## src/rtl/i2c_master_arbiter_if.sv

```systemverilog
// Command/response bundle between the arbiter and one I2C master core.
// master: arbiter side (drives command). slave: core side.
interface i2c_master_arbiter_if;
    logic        i2c_en;
    logic        start;
    logic [1:0]  mode;
    logic [6:0]  slave_addr;
    logic [7:0]  reg_addr;
    logic [1:0]  burst_len;
    logic [31:0] tx_data;
    logic        ready;
    logic        done;
    logic [31:0] rx_data;
    logic        rx_done_final;

    modport master (
        output i2c_en,
        output start,
        output mode,
        output slave_addr,
        output reg_addr,
        output burst_len,
        output tx_data,
        input  ready,
        input  done,
        input  rx_data,
        input  rx_done_final
    );

    modport slave (
        input  i2c_en,
        input  start,
        input  mode,
        input  slave_addr,
        input  reg_addr,
        input  burst_len,
        input  tx_data,
        output ready,
        output done,
        output rx_data,
        output rx_done_final
    );
endinterface

```

## src/rtl/i2c_master_arbiter.sv

```systemverilog
// Round-robin arbiter/sequencer sharing one I2C master core between two
// requesters. Ports: clk, reset (sync, active high); per requester n:
// req_n, mode_n, slave_addr_n, reg_addr_n, burst_len_n, tx_data_n in,
// gnt_n, done_n, err_n, rx_data_n out; core: i2c_master_arbiter_if.master.
module i2c_master_arbiter #(
    parameter int unsigned TIMEOUT_CYCLES = 100000,
    parameter int unsigned RECOVER_CYCLES = 4
) (
    input  logic        clk,
    input  logic        reset,
    input  logic        req_0,
    input  logic        req_1,
    input  logic [1:0]  mode_0,
    input  logic [1:0]  mode_1,
    input  logic [6:0]  slave_addr_0,
    input  logic [6:0]  slave_addr_1,
    input  logic [7:0]  reg_addr_0,
    input  logic [7:0]  reg_addr_1,
    input  logic [1:0]  burst_len_0,
    input  logic [1:0]  burst_len_1,
    input  logic [31:0] tx_data_0,
    input  logic [31:0] tx_data_1,
    output logic        gnt_0,
    output logic        gnt_1,
    output logic        done_0,
    output logic        done_1,
    output logic        err_0,
    output logic        err_1,
    output logic [31:0] rx_data_0,
    output logic [31:0] rx_data_1,
    i2c_master_arbiter_if.master core
);

    typedef enum logic [1:0] {
        IDLE,
        BUSY,
        COOL,
        RECOVER
    } state_t;

    localparam logic [31:0] TO_LAST = TIMEOUT_CYCLES - 32'd1;
    localparam logic [31:0] RC_LAST = RECOVER_CYCLES - 32'd1;

    state_t      state;
    logic [31:0] cnt;
    logic        owner;
    logic        last_owner;

    logic        grant_ok;
    logic        pick;
    logic        timeout_hit;

    // On a tie the requester that was not served last wins.
    always_comb begin
        grant_ok    = core.ready & (req_0 | req_1);
        pick        = (req_0 & req_1) ? ~last_owner : req_1;
        timeout_hit = (TIMEOUT_CYCLES != 0) && (cnt == TO_LAST);
    end

    always_ff @(posedge clk) begin
        if (reset) begin
            state           <= IDLE;
            cnt             <= '0;
            owner           <= 1'b0;
            last_owner      <= 1'b1;
            gnt_0           <= 1'b0;
            gnt_1           <= 1'b0;
            done_0          <= 1'b0;
            done_1          <= 1'b0;
            err_0           <= 1'b0;
            err_1           <= 1'b0;
            rx_data_0       <= '0;
            rx_data_1       <= '0;
            core.i2c_en     <= 1'b0;
            core.start      <= 1'b0;
            core.mode       <= '0;
            core.slave_addr <= '0;
            core.reg_addr   <= '0;
            core.burst_len  <= '0;
            core.tx_data    <= '0;
        end else begin
            done_0 <= 1'b0;
            done_1 <= 1'b0;
            err_0  <= 1'b0;
            err_1  <= 1'b0;
            unique case (state)
                IDLE: begin
                    core.i2c_en <= 1'b1;
                    if (grant_ok) begin
                        owner           <= pick;
                        gnt_0           <= ~pick;
                        gnt_1           <= pick;
                        core.mode       <= pick ? mode_1 : mode_0;
                        core.slave_addr <= pick ? slave_addr_1
                                                : slave_addr_0;
                        core.reg_addr   <= pick ? reg_addr_1
                                                : reg_addr_0;
                        core.burst_len  <= pick ? burst_len_1
                                                : burst_len_0;
                        core.tx_data    <= pick ? tx_data_1
                                                : tx_data_0;
                        core.start      <= 1'b1;
                        cnt             <= '0;
                        state           <= BUSY;
                    end
                end
                BUSY: begin
                    cnt <= cnt + 32'd1;
                    // done takes priority over a timeout in the same cycle
                    if (core.done) begin
                        if (core.rx_done_final) begin
                            if (owner) rx_data_1 <= core.rx_data;
                            else       rx_data_0 <= core.rx_data;
                        end
                        done_0     <= ~owner;
                        done_1     <= owner;
                        core.start <= 1'b0;
                        gnt_0      <= 1'b0;
                        gnt_1      <= 1'b0;
                        last_owner <= owner;
                        state      <= COOL;
                    end else if (timeout_hit) begin
                        err_0       <= ~owner;
                        err_1       <= owner;
                        core.start  <= 1'b0;
                        core.i2c_en <= 1'b0;
                        gnt_0       <= 1'b0;
                        gnt_1       <= 1'b0;
                        last_owner  <= owner;
                        cnt         <= '0;
                        state       <= RECOVER;
                    end else if (core.rx_done_final) begin
                        if (owner) rx_data_1 <= core.rx_data;
                        else       rx_data_0 <= core.rx_data;
                    end
                end
                // One idle cycle so the core sees start low before regrant.
                COOL: begin
                    state <= IDLE;
                end
                RECOVER: begin
                    cnt <= cnt + 32'd1;
                    if (cnt == RC_LAST) begin
                        core.i2c_en <= 1'b1;
                        state       <= IDLE;
                    end
                end
            endcase
        end
    end

endmodule

```

## src/flat_wrapper.sv

```systemverilog
// flat-port wrapper written by rule: the top's interface ports become plain ports
module i2c_master_arbiter_flat 
#(
    parameter int unsigned TIMEOUT_CYCLES = 100000,
    parameter int unsigned RECOVER_CYCLES = 4
)
  (clk, reset, req_0, req_1, mode_0, mode_1, slave_addr_0, slave_addr_1, reg_addr_0, reg_addr_1, burst_len_0, burst_len_1, tx_data_0, tx_data_1, gnt_0, gnt_1, done_0, done_1, err_0, err_1, rx_data_0, rx_data_1, core_i2c_en, core_start, core_mode, core_slave_addr, core_reg_addr, core_burst_len, core_tx_data, core_ready, core_done, core_rx_data, core_rx_done_final);
  i2c_master_arbiter_if core_i ();
  input  logic clk;
  input  logic reset;
  input  logic req_0;
  input  logic req_1;
  input  logic [1:0] mode_0;
  input  logic [1:0] mode_1;
  input  logic [6:0] slave_addr_0;
  input  logic [6:0] slave_addr_1;
  input  logic [7:0] reg_addr_0;
  input  logic [7:0] reg_addr_1;
  input  logic [1:0] burst_len_0;
  input  logic [1:0] burst_len_1;
  input  logic [31:0] tx_data_0;
  input  logic [31:0] tx_data_1;
  output logic gnt_0;
  output logic gnt_1;
  output logic done_0;
  output logic done_1;
  output logic err_0;
  output logic err_1;
  output logic [31:0] rx_data_0;
  output logic [31:0] rx_data_1;
  output wire logic [$bits(core_i.i2c_en)-1:0] core_i2c_en;
  output wire logic [$bits(core_i.start)-1:0] core_start;
  output wire logic [$bits(core_i.mode)-1:0] core_mode;
  output wire logic [$bits(core_i.slave_addr)-1:0] core_slave_addr;
  output wire logic [$bits(core_i.reg_addr)-1:0] core_reg_addr;
  output wire logic [$bits(core_i.burst_len)-1:0] core_burst_len;
  output wire logic [$bits(core_i.tx_data)-1:0] core_tx_data;
  input wire logic [$bits(core_i.ready)-1:0] core_ready;
  input wire logic [$bits(core_i.done)-1:0] core_done;
  input wire logic [$bits(core_i.rx_data)-1:0] core_rx_data;
  input wire logic [$bits(core_i.rx_done_final)-1:0] core_rx_done_final;
  assign core_i2c_en = core_i.i2c_en;
  assign core_start = core_i.start;
  assign core_mode = core_i.mode;
  assign core_slave_addr = core_i.slave_addr;
  assign core_reg_addr = core_i.reg_addr;
  assign core_burst_len = core_i.burst_len;
  assign core_tx_data = core_i.tx_data;
  assign core_i.ready = core_ready;
  assign core_i.done = core_done;
  assign core_i.rx_data = core_rx_data;
  assign core_i.rx_done_final = core_rx_done_final;
  i2c_master_arbiter #(.TIMEOUT_CYCLES(TIMEOUT_CYCLES), .RECOVER_CYCLES(RECOVER_CYCLES)) u_core (.clk(clk), .reset(reset), .req_0(req_0), .req_1(req_1), .mode_0(mode_0), .mode_1(mode_1), .slave_addr_0(slave_addr_0), .slave_addr_1(slave_addr_1), .reg_addr_0(reg_addr_0), .reg_addr_1(reg_addr_1), .burst_len_0(burst_len_0), .burst_len_1(burst_len_1), .tx_data_0(tx_data_0), .tx_data_1(tx_data_1), .gnt_0(gnt_0), .gnt_1(gnt_1), .done_0(done_0), .done_1(done_1), .err_0(err_0), .err_1(err_1), .rx_data_0(rx_data_0), .rx_data_1(rx_data_1), .core(core_i));
endmodule
```

## config.mk

```make
export PLATFORM = sky130hd
export DESIGN_NAME = i2c_master_arbiter_flat
export DESIGN_NICKNAME = d
export VERILOG_FILES = /design/src/rtl/i2c_master_arbiter_if.sv /design/src/rtl/i2c_master_arbiter.sv /design/src/flat_wrapper.sv
export SDC_FILE = /design/constraint.sdc
export NUM_CORES = 1
export LEC_CHECK = 0
export CAP_MARGIN = 10
export CELL_PAD_IN_SITES_DETAIL_PLACEMENT = 1
export CELL_PAD_IN_SITES_GLOBAL_PLACEMENT = 1
export CORE_MARGIN = 4
export CORE_UTILIZATION = 46
export CTS_CLUSTER_DIAMETER = 50
export DETAILED_ROUTE_END_ITERATION = 6
export DONT_BUFFER_PORTS = 1
export PLACE_DENSITY = 0.87
export REMOVE_ABC_BUFFERS = 1
export SYNTH_ARGS = -nofsm -noshare
export SYNTH_HDL_FRONTEND = slang
export SYNTH_SLANG_ARGS = --single-unit
```

## constraint.sdc

```tcl
create_clock -name clk -period 2.9 [get_ports clk]
set_clock_uncertainty 0.2 [all_clocks]
set_input_delay 0.58 -clock clk [delete_from_list [all_inputs] [get_ports clk]]
set_output_delay 0.58 -clock clk [all_outputs]
set_load 0.02 [all_outputs]
```

Word level (Yosys, flattened, before mapping)
Index checks and enable logic that the tools add are counted. W data, S select, Z words.

Register bits: 159. Logic and storage cells: 89.

Add/subtract/negate cells: 1. Equality and inequality tests: 11. Muxes and demuxes: 36. Bitwise logic cells: 9. Reductions and logical operators: 13.

Operator list (number): $mux W32 (12); $pmux W32 S3 (1); $add A32 B1 Y32 const B (1); $eq A32 B17 Y1 const B (1); $eq A32 B2 Y1 const B (1); $mux W2 (6); $mux W1 (10); $mux W8 (1); $pmux W2 S4 (1); $reduce_and A2 Y1 (4); $mux W7 (1); $ne A2 B1 Y1 const B (3); $not A1 Y1 (6); $pmux W1 S2 (3); $reduce_and A3 Y1 (2); $eq A2 B2 Y1 const B (2); $ne A2 B2 Y1 const B (2); $reduce_and A4 Y1 (1); $reduce_bool A2 Y1 (2); $reduce_or A4 Y1 (1); $ne A3 B2 Y1 const B (1); $pmux W1 S3 (1); $reduce_bool A3 Y1 (1); $reduce_or A3 Y1 (1); other kinds (4) (5).

Logic depth before layout (Yosys ltp)
Gate-level depths: netlist (run 1).

Word-level depth: 5. Depth in mapped cells: 8.

Worst setup path after synthesis (run 1)
Ideal clock, no wire load.

Kind: register to register. From: register u_core.cnt[0]. To: register u_core.cnt[23]. Library setup time: 0.120 ns. Arrival time: 2.009 ns. Data required time: 2.580 ns. Setup slack: 0.571 ns. Stages on the path, launching flop included: 8. Buffers on the path: 1. Period minus slack after synthesis: 2.329 ns. Cells stage by stage: dfxtp_1 ha_1 and4_1 nand4_1 or4_4 buf_6 and4_4 a211o_1.

Cells in the longest elaborated chain, start to end: 4. Elaborated cells on any way between the ends: 5. Classes of those cells: add/sub: 1; eq/ne: 1; mux: 3.

RTL lines: start, declared (line i2c_master_arbiter.sv:45) `logic [31:0] cnt;`; start signal, assigned (line i2c_master_arbiter.sv:108) `cnt <= cnt + 32'd1;`; start signal, assigned (line i2c_master_arbiter.sv:142) `cnt <= cnt + 32'd1;`; $add A32 B1 Y32 / $eq A32 B17 Y1 (equally long branches) (line i2c_master_arbiter.sv:108, i2c_master_arbiter.sv:142, i2c_master_arbiter.sv:57); $mux W32 (line i2c_master_arbiter.sv:122) `end else if (timeout_hit) begin`; $mux W32 (line i2c_master_arbiter.sv:110) `if (core.done) begin`; $pmux W32 S3 (*) (line i2c_master_arbiter.sv:86) `unique case (state)`.

Mark *: on every way between the ends. The rest lies on a longest branch, timed or not. A chain may end at the register's enable or synchronous reset.

Worst setup path after layout (run 1)
Ends and elaborated chain as after synthesis.

==> results of run 1 <==
==> through the flow <==
| stage | util, % | setup TNS, ns | cell area [µm²] | setup WS, ns |
|---|---|---|---|---|
| floorplan | - | -277.62 | 7030 | -4.32 |
| global placement | 48.6 | 0 | 7470 | 0.409 |
| detailed placement | 48.6 | 0 | 7470 | 0.310 |
| CTS | 52.2 | 0 | 8030 | 0.285 |
| global route | 52.2 | 0 | 8030 | 0.122 |
| finish | 52.2 | 0 | 8030 | 0.256 |
==> placed cells by master, fill, tap and decap left out, drive strengths merged, types with 2 or more instances in the layout <==
| master | count |
|---|---|
| nand4 | 24 |
| a211oi | 53 |
| nor2 | 80 |
| o22ai | 2 |
| or4b | 3 |
| a31oi | 7 |
| xor2 | 5 |
| dfxtp | 159 |
| or4 | 4 |
| mux2i | 118 |
| and4 | 3 |
| buf | 13 |
| clkbuf | 18 |
| a211o | 3 |
| o21ai | 11 |
| nor4b | 2 |
| nand3 | 27 |
| clkinvlp | 2 |
| or2 | 3 |
| nand2b | 100 |
| nand3b | 2 |
| a21oi | 5 |
| clkinv | 5 |
| a32oi | 2 |
| or3 | 9 |
| and3 | 10 |
| nor3 | 12 |
| a22oi | 4 |
| o211ai | 3 |
| inv | 15 |
| xnor2 | 2 |
| nor4 | 13 |
| nand2 | 32 |
==> layout make-up <==
| cell class | instances | area, µm² | share of cell area [%] |
|---|---|---|---|
| flip-flops and latches | 159 | 3180 | 39.6 |
| inverters | 9 | 33.8 | 0.421 |
| clock buffers | 18 | 429 | 5.34 |
| multi-input cells | 557 | 3840 | 47.9 |
| repair buffers | 13 | 148 | 1.84 |
| well taps | 211 | 264 | 3.29 |
| clock inverters | 14 | 129 | 1.60 |
==> power by group <==
group | internal, mW | total, mW | switching (mW)
clock network | 1.19 | 2.14 | 0.949
registers | 2.28 | 2.48 | 0.201
logic | 0.171 | 0.389 | 0.218
==> registers in the layout, indices dropped and copies added (netlist names), 2 cells and up <==
register                count
u_core.core.mode            2
u_core.core.burst_len       2
u_core.core.reg_addr        8
u_core.rx_data_1           32
u_core.state                2
u_core.rx_data_0           32
u_core.core.tx_data        32
u_core.core.slave_addr      7
u_core.cnt                 32
==> routing by layer <==
layer,global-route usage (%),wire length (µm)
met5,0,0
met4,8.54,570
met3,8.66,1930
met2,42.3,11200
met1,26.2,8340
==> logic make-up after synthesis <==
logic type | share of synthesized area [%]
AO/OA/AOI/OAI | 10.1
XOR/XNOR | 0.839
adder cells (fa/ha/maj) | 0.171
buffers and inverters | 4.28
flip-flops | 43.5
multiplexers | 16.2
AND/OR/NAND/NOR | 24.9
==> path summary, 6_finish.rpt <==
check	to	slack (ns)	startpoint
max	u_core.cnt[23]	0.26	u_core.cnt[0]
max reg2reg	u_core.cnt[23]	0.26	u_core.cnt[0]
min reg2reg	u_core.cnt[31]	0.32	u_core.cnt[31]
min	u_core.core.mode[1]	0.07	reset
==> reports/results.tsv, run 1 <==
stage	metric	value	unit
timing	max_clock_freq	378	MHz
synthesis	netlist_instances	787	
timing	hold_viol	0	
synthesis	syn-cell-area	7310	µm²
worst_setup_path	cp.depth	6	
hold_path	min_path_type	input pin to flip-flop	
clock_tree	path_clk_slew	0.07	ns
synthesis	yosys-top-cells-count	dfxtp_1, mux2i_1, nand2b_1	
synthesis	synth_top_area_share	43.5	%
worst_setup_path	ff2ff_path_depth	6	
layout	finalNetCount	899	
worst_setup_path	crit_slowest_cell	or4_4	
die	die_w	134	µm
place	hpwl	15500	µm
synthesis	synth_area_per_cell	9.29	µm²
layout	fillers	1731	
worst_setup_path	cpPeakStageDelay	0.62	ns
worst_setup_path	critPathLaunchType	flip-flop	
worst_setup_path	required	3.01	ns
clock_tree	clk_path_buf_depth	2	
worst_setup_path	crit_chain	ha_1 -> and4_1 -> nand4_1 -> or4_4 -> and4_4 -> a211o_1	
global_route	grt_pass1_wl	34400	µm
clock_tree	ctsHoldBuffers	0	
synthesis	synth-edff-count	0	
clock_tree	tritoncts	yes	
job	cap_violations	0	
global_route	overflow	0	
global_route	grt_pass1_vias	6194	
synthesis	synth_cell_types	58	
power_and_ir_drop	power.density	625	nW/µm²
die	start_util	47.6	%
drt	drt_iter0_drc	249	
drt	viasPerCell	6.03	
worst_setup_path	worst-endpoint-arrival	2.75	ns
drt	vias	5912	
timing	drv_slew	0	
global_route	grtUsageTotal	23.8	%
clock_tree	cts_max_level	4	
die	row_count	45	
synthesis	ys_seq_elements	159	
timing	holdWs	0.0675	ns
die	die_area	18000	µm²
die	die_y	134	µm
worst_setup_path	crit_family	simple AND/OR/NAND/NOR gates	
synthesis	synth_area_leaders	dfxtp_1, mux2i_1, nand2b_1	
drt	wl_per_cell	22.5	µm
timing	min_period	2.64	ns
drt	drc	0	
place	place_inst	949	
power_and_ir_drop	leakagePower	2.97	nW
place	portBuffers	0	
synthesis	ys.flop_type	dfxtp_1	
clock_tree	cts_made_buffers	17	
timing	finalSetupViolCount	0	
clock_tree	cts_setup_buffers	0	
die	core	15400	µm²
hold_path	min_path_cells	1	
clock_tree	cts_num_sinks	159	
layout	drive_gt1_share	8.31	%
clock_tree	clockRootBuffer	clkbuf_16	
drt	drt-pass1-iter-count	4	
layout	diodes	0	
clock_tree	clkLatencyLatePin	0.43	ns
synthesis	yosysTopAreaCell	dfxtp_1	
timing	rsz0062_at_grt	false	
clock_tree	ctsResizeCount	0	
die	num_io_pins	264	
synthesis	ys_async_sr_fraction	0	%
timing	tightest_slew	0.673	ns
global_route	grt_max_degree	170	
drt	drt_wl_total	22100	µm
worst_setup_path	worstSetupEndpointType	flip-flop	
status	outcome	finished, final reports clean	
synthesis	yosysWarnings	0	
worst_setup_path	worst-setup-path-type	flip-flop to flip-flop	
timing	relSlewSlack	54.6	%
place	place_congestion	0.860	
power_and_ir_drop	p_total	5.02	mW
drt	ant_nets	0	
worst_setup_path	path_max_fanout	21	
synthesis	ys_seq_area_share	43.5	%
global_route	antenna_found_initial	0	
layout	area_growth	9.84	%
timing	timing.final.crit_share	91.2	%
power_and_ir_drop	vdd_ir_drop_max	415	µV
worst_setup_path	critical_path_buf_inv_count	0	
layout	post_layout_nonfiller_instances	981	
synthesis	synthMostInstantiatedCell	dfxtp_1	
Note: power is estimated with default switching activity, not from simulation.
==> inputs of run 2 (changes only) <==
--- a/config.mk
+++ b/config.mk
@@ -7,13 +7,13 @@
 export LEC_CHECK = 0
 export CAP_MARGIN = 10
 export CELL_PAD_IN_SITES_DETAIL_PLACEMENT = 1
-export CELL_PAD_IN_SITES_GLOBAL_PLACEMENT = 1
+export CELL_PAD_IN_SITES_GLOBAL_PLACEMENT = 2
 export CORE_MARGIN = 4
-export CORE_UTILIZATION = 46
+export CORE_UTILIZATION = 37
 export CTS_CLUSTER_DIAMETER = 50
 export DETAILED_ROUTE_END_ITERATION = 6
 export DONT_BUFFER_PORTS = 1
-export PLACE_DENSITY = 0.87
+export PLACE_DENSITY = 0.89
 export REMOVE_ABC_BUFFERS = 1
 export SYNTH_ARGS = -nofsm -noshare
 export SYNTH_HDL_FRONTEND = slang
==> run 2 against run 1 <==
Compared with the run above:
- die area grew 23%
- routed wire length down 8.0%
- first-iteration DRC count shrank 2.8%
- fmax fell by 2.2%
- largest cell class unchanged
- sequential cell count stayed put
- sequential power barely moved
- worst hold slack worse by 0.044 ns
- clock-buffer cell count did not move
- combinational power fell by 3%
- sequential share of layout area decreased by 0.50 points
- largest power group unchanged
==> reports/results.tsv, run 2 (synthesis results as in run 1) <==
stage	metric	value	unit
worst_setup_path	r2r_start	u_core.cnt[0]	
power_and_ir_drop	leakagePower	2.99	nW
clock_tree	path_clk_slew	0.07	ns
drt	drt-pass1-iter-count	4	
timing	rsz0062_at_grt	false	
worst_setup_path	path_max_fanout	32	
layout	area_growth	11.2	%
place	dpl_worst_slack	0.246	ns
clock_tree	clk_path_buf_depth	2	
hold_path	min_path_cells	1	
clock_tree	ctsHoldBuffers	0	
hold_path	worstHoldStart	reset	
power_and_ir_drop	vdd_ir_drop_max	363	µV
die	die_y	149	µm
layout	finalNetCount	903	
die	row_count	51	
layout	drive_gt1_share	8.79	%
clock_tree	cts_made_buffers	17	
global_route	grt_pass1_wl	31500	µm
timing	relSlewSlack	36.0	%
global_route	use_met2	29.5	%
global_route	grtUsageMet1	21.9	%
timing	min_period	2.70	ns
drt	viasPerCell	5.49	
drt	wl_per_cell	19.5	µm
clock_tree	clkLatencyLatePin	0.42	ns
worst_setup_path	required	3.04	ns
drt	drc	0	
layout	mostFrequentLayoutCells	dfxtp_1, mux2i_1, nand2b_1	
drt	drt_iter0_drc	242	
global_route	grtUsageTotal	17.7	%
worst_setup_path	worstSetupEndpointType	flip-flop	
timing	finalWorstSetupSlack	0.196	ns
timing	tns	0	ns
power_and_ir_drop	power.density	620	nW/µm²
clock_tree	cts_setup_buffers	0	
timing	finalSetupViolCount	0	
layout	diodes	0	
clock_tree	clockRootBuffer	clkbuf_16	
clock_tree	tritoncts	yes	
drt	drt_wl_total	20300	µm
worst_setup_path	critPathLaunchType	flip-flop	
clock_tree	ctsResizeCount	0	
layout	final_common_cell	dfxtp_1	
global_route	overflow	0	
global_route	grt_max_degree	170	
drt	vias	5700	
timing	max_clock_freq	370	MHz
timing	hold_viol	0	
place	portBuffers	0	
die	die_area	22100	µm²
worst_setup_path	worst-endpoint-arrival	2.84	ns
clock_tree	cts_max_level	4	
global_route	antenna_found_initial	0	
global_route	gr-max-usage-layer	met2	
die	start_util	37.6	%
place	place_congestion	0.764	
die	die_w	149	µm
status	outcome	finished, final reports clean	
drt	ant_nets	0	
die	core	19500	µm²
worst_setup_path	ff2ff_path_depth	8	
timing	tightest_slew	0.960	ns
global_route	gr-usage-met3	5.70	%
place	hpwl	14400	µm
die	num_io_pins	264	
clock_tree	cts_num_sinks	159	
timing	drv_slew	0	
job	cap_violations	0	
hold_path	min_path_type	input pin to flip-flop	
worst_setup_path	worst-setup-path-type	flip-flop to flip-flop	
timing	timing.final.crit_share	93.2	%
global_route	grt_pass1_vias	5689	
worst_setup_path	crit_start	u_core.cnt[0]	
[run 2: final cells by class]
class / count / area (µm²)
Sequential cell: 159 / 3180
Clock inverter: 14 / 146
Fill cell: 2239 / 11300
Tap cell: 265 / 332
Clock buffer: 18 / 429
Timing Repair Buffer: 17 / 165
Multi-Input combinational cell: 557 / 3840
Inverter: 9 / 33.8
[run 2: worst paths after layout]
| kind | to | slack (ns) |
|---|---|---|
| setup / recovery | u_core.rx_data_0[29] | 0.20 |
| hold / removal | u_core.core.burst_len[1] | 0.02 |
| setup reg to reg | u_core.rx_data_0[29] | 0.20 |
| hold reg to reg | u_core.cnt[31] | 0.30 |
[run 2: per-layer routing]
layer  vias to the layer above  routed length (µm)
met3                        18                1600
li1                       2765                   -
met1                      2729                8610
met4                         0                 322
met2                       188                9760
met5                         -                   0
[run 2: critical path, cell delays in order, from the launching register on]
cell and delay [ns]:
dfxtp_1 0.36, ha_1 0.27, and4_1 0.27, nand4_1 0.16, nor3_1 0.08, buf_4 0.16, or4b_2 0.67, buf_12 0.22
mux2i_1 0.22
[run 2: per-stage QoR]
stage | std cells | instance area [µm²] | util (%) | hold slack, ns | total power [mW]
6_report | 1039 | 8130 | 41.8 | 0.0235 | 5.04
5_1_grt | 1039 | 8130 | 41.8 | 0.0208 | 5.25
4_1_cts | 1039 | 8130 | 41.8 | 0.0107 | 5.12
3_5_place_dp | 1007 | 7560 | 38.8 | 0.295 | 2.92
3_3_place_gp | 1007 | 7560 | 38.8 | 0.286 | 2.90
2_1_floorplan | 725 | 7030 | - | 0.256 | 2.84
[run 2: report_power, final]
part / internal [mW] / total (mW) / leakage, nW / switching (mW)
clock: 1.15 / 2.18 / 0.279 / 1.03
combinational: 0.169 / 0.378 / 1.42 / 0.208
sequential: 2.28 / 2.48 / 1.29 / 0.201
total: 3.60 / 5.04 / 2.99 / 1.44
